==> config.mk <==
export PLATFORM = sky130hd
export DESIGN_NAME = glb_pcfg_dma
export DESIGN_NICKNAME = d
export VERILOG_FILES = /design/src/rtl/glb_pcfg_dma.sv
export SDC_FILE = /design/constraint.sdc
export NUM_CORES = 1
export LEC_CHECK = 0
export ABC_AREA = 1
export ABC_CLOCK_PERIOD_IN_PS = 4000
export CAP_MARGIN = 20
export CORE_UTILIZATION = 30
export CTS_CLUSTER_SIZE = 14
export DETAILED_ROUTE_END_ITERATION = 6
export RECOVER_POWER = 100
export REMOVE_ABC_BUFFERS = 1
export SYNTH_ARGS = -nofsm -noshare
export SYNTH_HDL_FRONTEND = slang
export SYNTH_SLANG_ARGS = --single-unit
==> constraint.sdc <==
create_clock -name clk -period 4 [get_ports clk]
set_input_delay 0.6 -clock clk [delete_from_list [all_inputs] [get_ports clk]]
set_output_delay 0.6 -clock clk [all_outputs]
set_load 0.005 [all_outputs]
==> src/rtl/glb_pcfg_dma.sv <==
`default_nettype none
// ============================================================================
// Module   : glb_pcfg_dma
// Purpose  : Parallel-configuration DMA for a global buffer tile. A start
//            pulse latches a header (8-byte aligned start address and word
//            count). The engine then streams read requests to the GLB bank
//            and turns every returned 64-bit word into one CGRA configuration
//            write: the upper half is the address and the lower half is the data.
// Revision : 1.0 - initial release
// Option   : GLB_PCFG_DMA_ERR_EN - when defined, adds the sticky pcfg_err
//            output. It flags responses that arrive while idle or while no
//            response is outstanding.
// Ports    :
//   clk                 in   clock
//   reset               in   asynchronous active-high reset
//   pcfg_start_pulse    in   one-cycle start request (ignored while busy)
//   pcfg_start_addr     in   header start address, bits [2:0] forced to 0
//   pcfg_num_cfgs       in   header configuration count
//   pcfg_busy           out  high in ISSUE / DRAIN / DONE
//   pcfg_done_pulse     out  one-cycle completion pulse
//   rdrq_rd_en          out  read request enable
//   rdrq_rd_addr        out  read request address
//   rdrs_rd_data        in   read response word
//   rdrs_rd_data_valid  in   read response valid
//   pcfg_err            out  sticky error flag (GLB_PCFG_DMA_ERR_EN only)
//   cgra_cfg_wr_en      out  configuration write enable
//   cgra_cfg_rd_en      out  configuration read enable, always 0
//   cgra_cfg_addr       out  configuration address
//   cgra_cfg_data       out  configuration data
// ============================================================================
module glb_pcfg_dma #(
   parameter int GLB_ADDR_WIDTH      = 22,
   parameter int BANK_DATA_WIDTH     = 64,
   parameter int CGRA_CFG_ADDR_WIDTH = 32,
   parameter int CGRA_CFG_DATA_WIDTH = 32,
   parameter int MAX_NUM_CFGS_WIDTH  = 16
) (
   input  logic                           clk,
   input  logic                           reset,
   input  logic                           pcfg_start_pulse,
   input  logic [GLB_ADDR_WIDTH-1:0]      pcfg_start_addr,
   input  logic [MAX_NUM_CFGS_WIDTH-1:0]  pcfg_num_cfgs,
   output logic                           pcfg_busy,
   output logic                           pcfg_done_pulse,
   output logic                           rdrq_rd_en,
   output logic [GLB_ADDR_WIDTH-1:0]      rdrq_rd_addr,
   input  logic [BANK_DATA_WIDTH-1:0]     rdrs_rd_data,
   input  logic                           rdrs_rd_data_valid,
`ifdef GLB_PCFG_DMA_ERR_EN
   output logic                           pcfg_err,
`endif
   output logic                           cgra_cfg_wr_en,
   output logic                           cgra_cfg_rd_en,
   output logic [CGRA_CFG_ADDR_WIDTH-1:0] cgra_cfg_addr,
   output logic [CGRA_CFG_DATA_WIDTH-1:0] cgra_cfg_data
);

   localparam logic [GLB_ADDR_WIDTH-1:0] c_ALIGN_MASK =
      {{(GLB_ADDR_WIDTH-3){1'b1}}, 3'b000};
   localparam logic [GLB_ADDR_WIDTH-1:0] c_ADDR_STEP =
      {{(GLB_ADDR_WIDTH-4){1'b0}}, 4'b1000};
   localparam logic [MAX_NUM_CFGS_WIDTH-1:0] c_CNT_ONE =
      {{(MAX_NUM_CFGS_WIDTH-1){1'b0}}, 1'b1};
   localparam logic [MAX_NUM_CFGS_WIDTH-1:0] c_CNT_ZERO = '0;

   typedef enum logic [1:0] {
      ST_IDLE  = 2'd0,
      ST_ISSUE = 2'd1,
      ST_DRAIN = 2'd2,
      ST_DONE  = 2'd3
   } state_t;

   state_t                           r_state;
   logic                             r_busy;
   logic                             r_done;
   logic                             r_rd_en;
   logic [GLB_ADDR_WIDTH-1:0]        r_rd_addr;
   logic [MAX_NUM_CFGS_WIDTH-1:0]    r_issue_cnt;   // requests still to issue after the current one
   logic [MAX_NUM_CFGS_WIDTH-1:0]    r_outst_cnt;   // responses not yet received
   logic                             r_wr_en;
   logic [CGRA_CFG_ADDR_WIDTH-1:0]   r_cfg_addr;
   logic [CGRA_CFG_DATA_WIDTH-1:0]   r_cfg_data;

   logic                             w_rsp_accept;
   logic                             w_outst_dec;
   logic [GLB_ADDR_WIDTH-1:0]        w_start_aligned;

   // Responses are only consumed while a transfer is active; idle ones are dropped.
   assign w_rsp_accept    = rdrs_rd_data_valid & r_busy;
   // Saturate so a stray response can never wrap the outstanding count.
   assign w_outst_dec     = w_rsp_accept & (r_outst_cnt != c_CNT_ZERO);
   assign w_start_aligned = pcfg_start_addr & c_ALIGN_MASK;

   // Control FSM with request issue and the outstanding-response counter.
   always_ff @(posedge clk or posedge reset) begin
      if (reset) begin
         r_state     <= ST_IDLE;
         r_busy      <= 1'b0;
         r_done      <= 1'b0;
         r_rd_en     <= 1'b0;
         r_rd_addr   <= '0;
         r_issue_cnt <= '0;
         r_outst_cnt <= '0;
      end else begin
         r_done <= 1'b0;
         if (w_outst_dec) begin
            r_outst_cnt <= r_outst_cnt - c_CNT_ONE;
         end
         case (r_state)
            ST_IDLE: begin
               if (pcfg_start_pulse) begin
                  r_busy    <= 1'b1;
                  r_rd_addr <= w_start_aligned;
                  if (pcfg_num_cfgs == c_CNT_ZERO) begin
                     r_state <= ST_DONE;
                     r_done  <= 1'b1;
                  end else begin
                     // The first request goes out in the very next cycle.
                     r_state     <= ST_ISSUE;
                     r_rd_en     <= 1'b1;
                     r_issue_cnt <= pcfg_num_cfgs - c_CNT_ONE;
                     r_outst_cnt <= pcfg_num_cfgs;
                  end
               end
            end
            ST_ISSUE: begin
               if (r_issue_cnt == c_CNT_ZERO) begin
                  r_rd_en <= 1'b0;
                  r_state <= ST_DRAIN;
               end else begin
                  r_issue_cnt <= r_issue_cnt - c_CNT_ONE;
                  r_rd_addr   <= r_rd_addr + c_ADDR_STEP;   // wraps silently
               end
            end
            ST_DRAIN: begin
               if (r_outst_cnt == c_CNT_ZERO) begin
                  r_state <= ST_DONE;
                  r_done  <= 1'b1;
               end
            end
            ST_DONE: begin
               r_state <= ST_IDLE;
               r_busy  <= 1'b0;
            end
            default: begin
               r_state <= ST_IDLE;
               r_busy  <= 1'b0;
               r_rd_en <= 1'b0;
            end
         endcase
      end
   end

   // Response path: unpack each accepted word into a configuration write.
   always_ff @(posedge clk or posedge reset) begin
      if (reset) begin
         r_wr_en    <= 1'b0;
         r_cfg_addr <= '0;
         r_cfg_data <= '0;
      end else begin
         r_wr_en <= w_rsp_accept;
         if (w_rsp_accept) begin
            r_cfg_addr <= rdrs_rd_data[CGRA_CFG_ADDR_WIDTH+CGRA_CFG_DATA_WIDTH-1:CGRA_CFG_DATA_WIDTH];
            r_cfg_data <= rdrs_rd_data[CGRA_CFG_DATA_WIDTH-1:0];
         end
      end
   end

`ifdef GLB_PCFG_DMA_ERR_EN
   logic r_err;

   // A fresh error in the same cycle as an accepted start takes priority.
   always_ff @(posedge clk or posedge reset) begin
      if (reset) begin
         r_err <= 1'b0;
      end else if (rdrs_rd_data_valid && (!r_busy || (r_outst_cnt == c_CNT_ZERO))) begin
         r_err <= 1'b1;
      end else if (pcfg_start_pulse && (r_state == ST_IDLE)) begin
         r_err <= 1'b0;
      end
   end

   assign pcfg_err = r_err;
`endif

   assign pcfg_busy       = r_busy;
   assign pcfg_done_pulse = r_done;
   assign rdrq_rd_en      = r_rd_en;
   assign rdrq_rd_addr    = r_rd_addr;
   assign cgra_cfg_wr_en  = r_wr_en;
   assign cgra_cfg_rd_en  = 1'b0;
   assign cgra_cfg_addr   = r_cfg_addr;
   assign cgra_cfg_data   = r_cfg_data;

endmodule
`default_nettype wire

==> reports/metrics.yaml <==
worst_setup_path:
  critical-path-slowest-cell: "buf_4"
  crit_chain: "inv_1 -> ha_1 -> buf_4 -> nand3_1 -> nand2_1 -> inv_1 -> nand2_2 -> o21ai_0"
  slowest_delay_ps: 550
  reg2regPathDepth: 8
  critPathKind: "reg -> reg"
  startpoint_type: "register"
  crit_arrival_ps: 3370
  critPathCaptureType: "register"
  crit_path_frequent_cell: "inv_1"
  required_ps: 4290
  critical_path.max_fanout: 60
synthesis:
  synthCells: 1015
  yosysSeqAreaShare_pct: 43.64
  synth_cell_types: 33
  synthesis.area_sq_mm: 0.006939
  syn_area_per_cell_sq_um: 6.837
  yosysWarnings: 0
  ys_ff_latch: 121
clocking:
  cts-root-buf: "clkbuf_16"
  clock-sinks: 121
  cts_setup_buffers: 0
  cts_tree: "yes"
  cts.htree.levels: 4
  cts_buffer_depth: 2
  hold_buffers: 0
  cts.clk_slew.worst_paths_ps: 60
  insertion_delay_ps: 420
  numCtsBuffers: 17
  ctsResizeCount: 0
placed_design:
  port_buffers: 189
  dp_slack_ps: 1319
  place_inst: 1461
  hpwlAfterDp_microns: 14060
  dpl-instance-area_sq_mm: 0.009047
  place_congestion: 0.8662
timing:
  period_share_pct: 76.99
  rsz0062_at_grt: "no"
  hold_viol_final: 0
  timing.setup.tns_ps: 0
  clock_skew_ps: 11.79
  relSlewSlack_pct: -56.90
  min_period_ps: 3080
  holdWs_ps: 471.4
  worst_slew_pin_slew_ps: 2341
  setup-violations-final: 0
  setup_ws_ps: 920.3
  slew_violations: 51
  clock.fmax_mhz: 324.7
die:
  placementRows: 55
  core_sq_mm: 0.02264
  die_area_sq_mm: 0.02374
  die_h_microns: 154.1
  die_x_microns: 154.1
  start_util_pct: 30.65
  pin_count: 197
flow_run:
  max_cap_violations: 1
routing:
  drc: 0
  wire_per_inst_microns: 13.33
  viasPerCell: 4.512
  drt_iter0_markers: 360
  dr.pass1.iters: 4
  antenna_left: 0
  wl_microns: 19880
  vias: 6732
worst_hold_path:
  min_delay_path_depth: 2
  hold_class: "reg -> reg"
layout:
  antenna_cells: 0
  drive_gt1_share_pct: 5.882
  final_cells: 1492
  area.sequential_sq_mm: 0.003028
  final_cell_area_sq_mm: 0.009634
  multiInputGateArea_sq_mm: 0.003378
  areaGrowthSynthToFinish_pct: 38.84
  fill_cells: 2346
  nNetsFinal: 1309
outcome:
  violations: "max-capacitance violations, max-slew violations"
  status: "finished with violations"
grt:
  grt_pass1_vias: 6643
  grt_max_degree: 66
  grt-ovfl-total: 0
  grt_pass1_wl_microns: 33370
  antenna_found_initial: 0
  grt_usage_pct: 17.71
pwr:
  power_leakage_uw: 0.004854
  vdd_ir_drop_max_mv: 0.3415
  power_density_mw_per_mm2: 726.7
per-stage QoR:
step | power (uW) | utilization [%]
after global routing | 7642 | 42.55
after global placement | 5536 | 39.96
after CTS | 7259 | 42.66
after floorplan | 4114 | -
after detailed placement | 5578 | 39.96
final | 7001 | 42.55
flip-flops by register name, indices dropped and copies added (netlist names):
signal / flops
r_state: 2
r_outst_cnt: 16
rdrq_rd_addr: 19
cgra_cfg_wr_en: 1
r_issue_cnt: 16
rdrq_rd_en: 1
cgra_cfg_data: 32
cgra_cfg_addr: 32
pcfg_done_pulse: 1
pcfg_busy: 1
final timing paths:
| check | to | slack [ps] | from |
|---|---|---|---|
| setup / recovery | r_issue_cnt[1] | 920 | r_state[1] |
| hold / removal | cgra_cfg_data[1] | 470 | cgra_cfg_data[1] |
| setup reg to reg | r_issue_cnt[1] | 920 | r_state[1] |
| hold reg to reg | cgra_cfg_data[1] | 470 | cgra_cfg_data[1] |
| max in group asynchronous | rdrq_rd_addr[18] | 1250 | reset |
| min in group asynchronous | cgra_cfg_addr[0] | 1250 | reset |
final cells by class:
| cell class | count | share of cell area [%] |
|---|---|---|
| Multi-Input combinational cell | 778 | 35.06 |
| Sequential cell | 121 | 31.43 |
| Timing Repair Buffer | 196 | 20.25 |
| Clock buffer | 17 | 4.416 |
| Tap cell | 285 | 3.701 |
| Inverter | 81 | 3.221 |
| Clock inverter | 14 | 1.922 |
cells by family (layout without fill, tap and decap cells):
family                     count (synthesis)  after routing  synth area share [%]
AOI/OAI and AO/OA                         51             51                 4.021
xor gates and xnor gates                  12             12                 1.515
adders and majority gates                  8              8                 1.443
buffers and inverters                    119            308                 7.681
DFF                                      121            121                 43.63
other                                      1              4               0.05404
and+or+nand+nor                          703            703                 41.65
synth_stat cells:
| cell type | instances | area, sq um |
|---|---|---|
| nand3_1 | 60 | 300.3 |
| buf_4 | 11 | 82.58 |
| nand4_1 | 7 | 43.79 |
| o21bai_1 | 1 | 7.510 |
| nand2_2 | 13 | 81.33 |
| nor2_2 | 5 | 31.28 |
| clkbuf_1 | 9 | 33.78 |
| nand2_1 | 511 | 1918 |
| or2_2 | 4 | 25.02 |
| buf_2 | 8 | 40.04 |
| nand3_2 | 1 | 10.01 |
| inv_2 | 2 | 7.510 |
| buf_6 | 4 | 45.04 |
| dfrtp_1 | 121 | 3028 |
| nor3_1 | 2 | 10.01 |
| xnor2_1 | 3 | 26.28 |
| nor2_4 | 6 | 67.56 |
| nand2_4 | 1 | 11.26 |
| o21ai_0 | 33 | 165.2 |
| ha_1 | 8 | 100.1 |
| o21a_1 | 1 | 7.510 |
| o21ai_1 | 12 | 60.06 |
| o211ai_1 | 3 | 22.52 |
| xor2_1 | 9 | 78.83 |
| conb_1 | 1 | 3.750 |
| a21oi_4 | 1 | 16.27 |
| and2_1 | 1 | 6.260 |
| nor2_1 | 84 | 315.3 |
| nand3b_1 | 7 | 52.55 |
| inv_6 | 1 | 8.760 |
| nand3_4 | 1 | 17.52 |
| buf_1 | 6 | 22.52 |
| inv_1 | 78 | 292.8 |
routing by layer:
layer,vias to the layer above,GRT usage (%),routed length [microns]
met4,0,4.619,264
met1,3081,21.33,8743
met2,173,30.19,9469
met5,-,0,0
met3,18,5.834,1406
li1,3460,-,-
critical path: cells and delay by family, from the launching register on:
| kind | cells | cell delay [ps] |
|---|---|---|
| buffers and inverters | 3 | 1200 |
| and+or+nand+nor | 3 | 1040 |
| DFF | 1 | 410 |
| adders and majority gates | 1 | 180 |
| AOI/OAI and AO/OA | 1 | 120 |
cells in the final DEF (no fill, tap or decap), types with 2 or more instances in the layout:
cell             synthesis  final
nor2_1                  84     84
xnor2_1                  3      3
nor2_4                   6      6
clkbuf_16                0     17
or2_2                    4      4
nand2_1                511    511
nand3b_1                 7      7
xor2_1                   9      9
buf_4                   11      4
o211ai_1                 3      3
clkinv_4                 0      3
inv_1                   78     78
nor3_1                   2      2
o21ai_1                 12      6
nor2_2                   5      5
nand4_1                  7      7
bufinv_16                0      3
ha_1                     8      8
nand3_1                 60     60
dlygate4sd3_1            0     90
conb_1                   1      4
o21ai_0                 33     39
inv_6                    1      8
dfrtp_1                121    121
nand2_2                 13     13
clkdlybuf4s50_1          0     99
report_power, final:
group,internal (uW),switching (uW)
combinational,1330,1830
clock,994,630
sequential,1770,445
Note: power is estimated with default switching activity, not from simulation.
